File: src/rtl/inputdata_source_if.sv
// inputdata_source_if: serial input, consumer handshake and status signals
// of the inputdata_source producer.
// Optional macro: INPUTDATA_PARITY_EN adds the parity_err status line.
interface inputdata_source_if #(
    parameter int DATA_WIDTH = 8
);
    logic                  sclr;
    logic                  sdata_in;
    logic                  sdata_valid;
    logic                  loaddata;
    logic                  inputdata_ready;
    logic [DATA_WIDTH-1:0] data_out;
    logic                  overrun;
`ifdef INPUTDATA_PARITY_EN
    logic                  parity_err;
`endif

    // Producer side (the deserializer)
    modport master (
        input  sclr,
        input  sdata_in,
        input  sdata_valid,
        input  loaddata,
        output inputdata_ready,
        output data_out,
`ifdef INPUTDATA_PARITY_EN
        output parity_err,
`endif
        output overrun
    );

    // Consumer side (front end plus control unit)
    modport slave (
        output sclr,
        output sdata_in,
        output sdata_valid,
        output loaddata,
        input  inputdata_ready,
        input  data_out,
`ifdef INPUTDATA_PARITY_EN
        input  parity_err,
`endif
        input  overrun
    );
endinterface

File: src/rtl/inputdata_source.sv
// inputdata_source: deserializes an MSB-first bit stream into DATA_WIDTH-bit
// words and offers each completed word to the control unit through the
// inputdata_ready / loaddata handshake.
// Optional macro: INPUTDATA_PARITY_EN -- an even-parity bit follows every
// word; a bad word is dropped and parity_err pulses for one cycle.
module inputdata_source #(
    parameter int DATA_WIDTH = 8
) (
    input  logic              clk,
    input  logic              reset,
    inputdata_source_if.master bus
);
    localparam int CW = $clog2(DATA_WIDTH + 1);

    localparam logic [1:0] COLLECT = 2'd0;
`ifdef INPUTDATA_PARITY_EN
    localparam logic [1:0] PARITY  = 2'd1;
`endif
    localparam logic [1:0] READY   = 2'd2;

    logic [1:0]            state;
    logic [CW-1:0]         bit_cnt;
    logic [DATA_WIDTH-1:0] shift_reg;
    logic [DATA_WIDTH-1:0] shift_next;
    logic [DATA_WIDTH-1:0] data_q;
    logic                  overrun_q;
    logic                  last_bit;
`ifdef INPUTDATA_PARITY_EN
    logic                  parity_err_q;
`endif

    assign shift_next = {shift_reg[DATA_WIDTH-2:0], bus.sdata_in};
    assign last_bit   = (bit_cnt == CW'(DATA_WIDTH - 1));

    // Bit collection, word hand-off and status tracking
    always_ff @(posedge clk or negedge reset) begin
        if (!reset) begin
            state        <= COLLECT;
            bit_cnt      <= '0;
            shift_reg    <= '0;
            data_q       <= '0;
            overrun_q    <= 1'b0;
`ifdef INPUTDATA_PARITY_EN
            parity_err_q <= 1'b0;
`endif
        end else begin
`ifdef INPUTDATA_PARITY_EN
            parity_err_q <= 1'b0;
`endif
            if (bus.sclr) begin
                // Abort the word in flight; data_out keeps the last good word
                state     <= COLLECT;
                bit_cnt   <= '0;
                shift_reg <= '0;
                overrun_q <= 1'b0;
            end else begin
                case (state)
                    COLLECT: begin
                        if (bus.sdata_valid) begin
                            shift_reg <= shift_next;
                            if (last_bit) begin
                                bit_cnt <= '0;
`ifdef INPUTDATA_PARITY_EN
                                state   <= PARITY;
`else
                                data_q  <= shift_next;
                                state   <= READY;
`endif
                            end else begin
                                bit_cnt <= bit_cnt + CW'(1);
                            end
                        end
                    end
`ifdef INPUTDATA_PARITY_EN
                    PARITY: begin
                        // shift_reg holds the finished word while the parity bit is awaited
                        if (bus.sdata_valid) begin
                            if ((^shift_reg ^ bus.sdata_in) == 1'b0) begin
                                data_q <= shift_reg;
                                state  <= READY;
                            end else begin
                                parity_err_q <= 1'b1;
                                state        <= COLLECT;
                            end
                        end
                    end
`endif
                    READY: begin
                        if (bus.loaddata) begin
                            state <= COLLECT;
                            // A bit arriving with the acknowledge starts the next word
                            if (bus.sdata_valid) begin
                                shift_reg <= shift_next;
                                bit_cnt   <= CW'(1);
                            end
                        end else if (bus.sdata_valid) begin
                            overrun_q <= 1'b1;
                        end
                    end
                    default: state <= COLLECT;
                endcase
            end
        end
    end

    assign bus.inputdata_ready = (state == READY);
    assign bus.data_out        = data_q;
    assign bus.overrun         = overrun_q;
`ifdef INPUTDATA_PARITY_EN
    assign bus.parity_err      = parity_err_q;
`endif
endmodule

File: src/flat_wrapper.sv
// flat-port wrapper written by rule: the top's interface ports become plain ports
module inputdata_source_flat 
#(
    parameter int DATA_WIDTH = 8
)
  (clk, reset, bus_sclr, bus_sdata_in, bus_sdata_valid, bus_loaddata, bus_inputdata_ready, bus_data_out, bus_overrun);
  inputdata_source_if #(.DATA_WIDTH(DATA_WIDTH)) bus_i ();
  input  logic clk;
  input  logic reset;
  input wire logic [$bits(bus_i.sclr)-1:0] bus_sclr;
  input wire logic [$bits(bus_i.sdata_in)-1:0] bus_sdata_in;
  input wire logic [$bits(bus_i.sdata_valid)-1:0] bus_sdata_valid;
  input wire logic [$bits(bus_i.loaddata)-1:0] bus_loaddata;
  output wire logic [$bits(bus_i.inputdata_ready)-1:0] bus_inputdata_ready;
  output wire logic [$bits(bus_i.data_out)-1:0] bus_data_out;
  output wire logic [$bits(bus_i.overrun)-1:0] bus_overrun;
  assign bus_i.sclr = bus_sclr;
  assign bus_i.sdata_in = bus_sdata_in;
  assign bus_i.sdata_valid = bus_sdata_valid;
  assign bus_i.loaddata = bus_loaddata;
  assign bus_inputdata_ready = bus_i.inputdata_ready;
  assign bus_data_out = bus_i.data_out;
  assign bus_overrun = bus_i.overrun;
  inputdata_source #(.DATA_WIDTH(DATA_WIDTH)) u_core (.clk(clk), .reset(reset), .bus(bus_i));
endmodule
File: config.mk
export PLATFORM = sky130hd
export DESIGN_NAME = inputdata_source_flat
export DESIGN_NICKNAME = d
export VERILOG_FILES = /design/src/rtl/inputdata_source_if.sv /design/src/rtl/inputdata_source.sv /design/src/flat_wrapper.sv
export SDC_FILE = /design/constraint.sdc
export NUM_CORES = 1
export LEC_CHECK = 0
export BUFFER_PORTS_ARGS = -buffer_cell sky130_fd_sc_hd__clkbuf_2
export CELL_PAD_IN_SITES_DETAIL_PLACEMENT = 1
export CELL_PAD_IN_SITES_GLOBAL_PLACEMENT = 1
export CORE_ASPECT_RATIO = 0.9
export CORE_MARGIN = 4
export CORE_UTILIZATION = 45
export CTS_CLUSTER_SIZE = 20
export DETAILED_ROUTE_END_ITERATION = 12
export PLACE_DENSITY = 0.87
export SETUP_SLACK_MARGIN = 0.15
export SYNTH_ARGS = -nofsm -noshare
export SYNTH_HDL_FRONTEND = slang
export SYNTH_SLANG_ARGS = --single-unit
File: constraint.sdc
create_clock -name clk -period 5.1 [get_ports clk]
set_input_delay 0.51 -clock clk [delete_from_list [all_inputs] [get_ports clk]]
set_output_delay 0.51 -clock clk [all_outputs]
set_load 0.03 [all_outputs]
Word level (Yosys, flattened, before mapping)
Cells that the tools add are included.

Input bits: 6. Flip-flop bits (word level): 23. Output and inout port bits: 10. Word-level logic and storage cells: 42.

$add $sub $neg: 1. Bitwise gates (word level): 1. Multiplexer cells: 19. Equal/unequal tests: 7. Reductions and logical operators: 9.

Operators by type and width (count): 2-to-1 mux 8 bit (3); 2-to-1 mux 4 bit (5); case mux 8 bit (2 select lines) (1); inequality test 3 bit (second input constant) (3); 2-to-1 mux 2 bit (4); case mux 4 bit (2 select lines) (1); AND reduction 4 bit (2); AND reduction 3 bit (2); adder 4 x 1 -> 4 bit (second input constant) (1); == test 4 x 3 -> 1 bit (second input constant) (1); 2-to-1 mux 1 bit (4); case mux 2 bit (2 select lines) (1); nonzero test 2 bit (2); inequality test 3 x 2 -> 1 bit (second input constant) (1); nonzero test 3 bit (1); == test 2 bit (second input constant) (1); logical NOT 2 bit (1); inequality test 2 bit (second input constant) (1); AND reduction 2 bit (1); NOT 1 bit (1).

Logic depth before layout (Yosys ltp)
Depth in word-level cells: 5. Depth in mapped cells: 5. Gate-level depth less buffers: 4.

Worst setup path after synthesis
OpenSTA, ideal clock, no wires.

Path type: register to register. From: register u_core.state[1]. To: register u_core.data_q[0] (netlist: u_core.bus.data_out[0]). Stages on the path, launching flop included: 4. Data required time: 4.975 ns. Library setup time: 0.125 ns. Arrival time: 1.528 ns. Clock period less this slack: 1.653 ns. Path slack: 3.447 ns. Buffers on the path: 1. Cell sequence: dfrtp_1 > or4_1 > buf_6 > mux2_4.

Word-level cells in the longest chain between the ends: 2.

Ends and longest elaborated chain: start: declaration (line inputdata_source.sv:21) `logic [1:0] state;`; start signal: assignment (line inputdata_source.sv:38) `state <= COLLECT;`; start signal: assignment (line inputdata_source.sv:52) `state <= COLLECT;`; start signal: assignment (line inputdata_source.sv:67) `state <= READY;`; logical NOT 2 bit (line inputdata_source.sv:57) `case (state)`; AND reduction 4 bit (no source line); end signal: assignment (line inputdata_source.sv:66) `data_q <= shift_next;`; end: declaration (line inputdata_source.sv:25) `logic [DATA_WIDTH-1:0] data_q;`.

Every way passes these cells. A chain may end at the register's enable or synchronous reset.

Worst setup path in the final report
From: register u_core.bit_cnt[0]. To: register u_core.data_q[3] (netlist: u_core.bus.data_out[3]).

Word-level cells in the longest chain between the ends: 2.

Ends and longest elaborated chain: start: declaration (line inputdata_source.sv:22) `logic [CW-1:0] bit_cnt;`; start signal: assignment (line inputdata_source.sv:70) `bit_cnt <= bit_cnt + CW'(1);`; == test 4 x 3 -> 1 bit (line inputdata_source.sv:33) `assign last_bit = (bit_cnt == CW'(DATA_WIDTH - 1));`; AND reduction 4 bit (no source line).

Every way passes these cells.

==> results by group <==
Drt
  • Remaining DRCs: 0
  • First DRT Iteration DRCs: 10
  • Via density: 5.70
  • Vias: 684
  • Mean routed wirelength per cell: 16.5 um
  • Final WL: 1.98 mm
  • TritonRoute pass-1 iters: 4
  • Post-DRT Antenna Nets: 0

Timing
  • Relative slew slack: 0.563
  • Setup violations, final: 0
  • Max Slew Vio Count: 0
  • Hold Vio Cnt, Final: 0
  • RSZ-0062 raised after global routing: false
  • Tcrit/Tclk final: 0.384
  • Fmax: 510 MHz
  • Period minus WS final: 1960 ps
  • Worst clock skew: 4.67 ps
  • Least-Margin Pin Slew: 654 ps
  • Fin Setup TNS: 0 ps

Placement
  • Dpl hpwl: 1.43 mm
  • RePlAce Congestion: 0.799
  • PortBufs: 15
  • Dpl cell area: 0.00102 mm2

CTS
  • Post-CTS Hold Fix Bufs: 0
  • CTS root buf: clkbuf_4
  • CTS Buf Count: 3
  • Clock Latency Late Sink: 310 ps
  • Postcts setup bufs: 0
  • Clk sinks: 21
  • H-tree depth: 1
  • CTS tree: done
  • Clk slew on worst S/H paths: 120 ps
  • CTS max path bufs: 2
  • Post-cts sizing count: 0

Power
  • Cell Pwr Density: 259 mW/mm2
  • Max VDD drop: 177 uV
  • Pleak: 0.520 nW
  • Overall Power: 271 uW

Setup path
  • CP Depth: 4
  • CP arrival: 2160 ps
  • CP max stage cell: or4_1
  • Crit end category: flop
  • Worst reg2reg path depth: 4
  • Crit-path max cell delay: 700 ps
  • Buf/Inv on CP: 0
  • CP required: 5300 ps
  • Crit start category: flop
  • CP top delay family: simple AND/OR/NAND/NOR gates
  • CP Cell Sequence: ha_1 > nand3b_1 > or4_1 > mux2_4
  • Critical path class: reg -> reg
  • CP max FO: 9

Final layout
  • Nets@finish: 103
  • Fillers: 215
  • Max reg flops: 8
  • Share of cells above drive strength 1: 0.284
  • Area grow syn2layout: 11.3%
  • Post-route cell area: 0.00105 mm2
  • Diode count: 0

Global route
  • M2 GR Usage: 0.259
  • Top Usage Layer GRT: met2
  • First-pass GRT wire length: 3.32 mm
  • Vias in the first global route: 682
  • Met1 usage: 0.187
  • Largest net degree at the start of global routing: 22
  • Tot GR Track Use: 0.151
  • M3 GR Usage: 0.0480
  • Initial antenna violation count: 0
  • GRT overflow: 0

Synth
  • Number of synthesis warnings: 0
  • Cell taking the most area after synthesis: dfrtp_1
  • FF+latch count, synth: 21
  • Synth Cell Area: 940 um2
  • Share of the synthesized area in the top cell type: 0.559
  • Cell with the most instances after synthesis: dfrtp_1
  • Primary FF master, synth: dfrtp_1
  • Mapped Nets: 88
  • Post-synthesis sequential area ratio: 0.559
  • Ranking of synthesized cells by area: dfrtp_1 (56%), mux2_4 (13%), a21oi_1 (5.9%)
  • Number of flops mapped to enable cells by yosys: 0
  • Cell count after synthesis: 81
  • Synth top cells by count: dfrtp_1 (21), a21oi_1 (11), mux2_4 (8)
  • Distinct cells, synth: 21
  • Post-Syn Area per Cell: 11.6 um2
  • Ys async rst share: 1.00

Floorplan
  • Die height: 51.4 um
  • I/O Pins: 16
  • Starting density of the core: 0.481
  • Die area: 0.00288 mm2
  • Chip width: 56.2 um
  • Core Box Area: 0.00195 mm2
  • Std cell rows: 15

Job
  • Max-cap violations: 0

Worst hold path
  • HP Class: in -> async

Status
  • Status: complete, no violations
cell type report:
| cell class | instances | area [um2] | area share |
|---|---|---|---|
| clock buffers | 4 | 26.3 | 0.0251 |
| inverters | 1 | 3.75 | 0.00359 |
| multi-input cells | 54 | 384 | 0.367 |
| flip-flops and latches | 21 | 526 | 0.502 |
| well taps | 25 | 31.3 | 0.0299 |
| repair buffers | 15 | 75.1 | 0.0718 |
final timing paths:
kind	to	slack, ps	startpoint
worst min register to register	u_core.bit_cnt[3]$_DFFE_PN0P_	500	u_core.bit_cnt[3]$_DFFE_PN0P_
worst min-delay path	u_core.bus.data_out[5]$_DFFE_PN0P_	150	reset
worst max-delay path	u_core.bus.data_out[3]$_DFFE_PN0P_	3140	u_core.bit_cnt[0]$_DFFE_PN0P_
worst max register to register	u_core.bus.data_out[3]$_DFFE_PN0P_	3140	u_core.bit_cnt[0]$_DFFE_PN0P_
min in group clk	u_core.bus.data_out[0]$_DFFE_PN0P_	460	bus_sdata_in
max in group asynchronous	u_core.shift_reg[2]$_DFFE_PN0P_	4600	reset
per-layer routing:
| metal | vias up | share of wire | wire [um] |
|---|---|---|---|
| met5 | - | 0 | 0 |
| met4 | 0 | 0.0086 | 17 |
| met3 | 4 | 0.054 | 106 |
| met2 | 17 | 0.50 | 987 |
| met1 | 344 | 0.44 | 863 |
| li1 | 319 | - | - |
metrics by stage:
stage                     hold WS (ps)  instances  setup slack, ps   util
after floorplan                    214         81             3450      -
after global placement             466        116             2980  0.522
after detailed placement           479        116             2900  0.522
after CTS                          168        120             3140  0.536
after global routing               178        120             3060  0.536
final                              153        120             3140  0.536
logic make-up after synthesis:
logic type | Yosys count | share of synthesized area
buf+inv | 6 | 0.0319
simple gates | 19 | 0.119
fa+ha+maj | 1 | 0.0133
flops | 21 | 0.559
mux | 8 | 0.128
compound gates | 26 | 0.149
placed cells by master (no fill, tap or decap), types with 2 or more instances in the layout:
| cell | n |
|---|---|
| clkbuf_4 | 3 |
| o21ai_0 | 7 |
| o21ai_1 | 3 |
| a21oi_1 | 11 |
| nand3_1 | 7 |
| dfrtp_1 | 21 |
| a31oi_1 | 2 |
| a21o_1 | 2 |
| clkbuf_2 | 15 |
| nand3b_1 | 3 |
| nor2b_1 | 2 |
| nand2b_1 | 2 |
| mux2_4 | 8 |
report_power, final:
part / switching (mW) / internal [mW]
sequential: 0.00240 / 0.169
clock: 0.0511 / 0.0305
combinational: 0.0119 / 0.00590
total: 0.0654 / 0.206
Note: power is estimated with default switching activity, not from simulation.
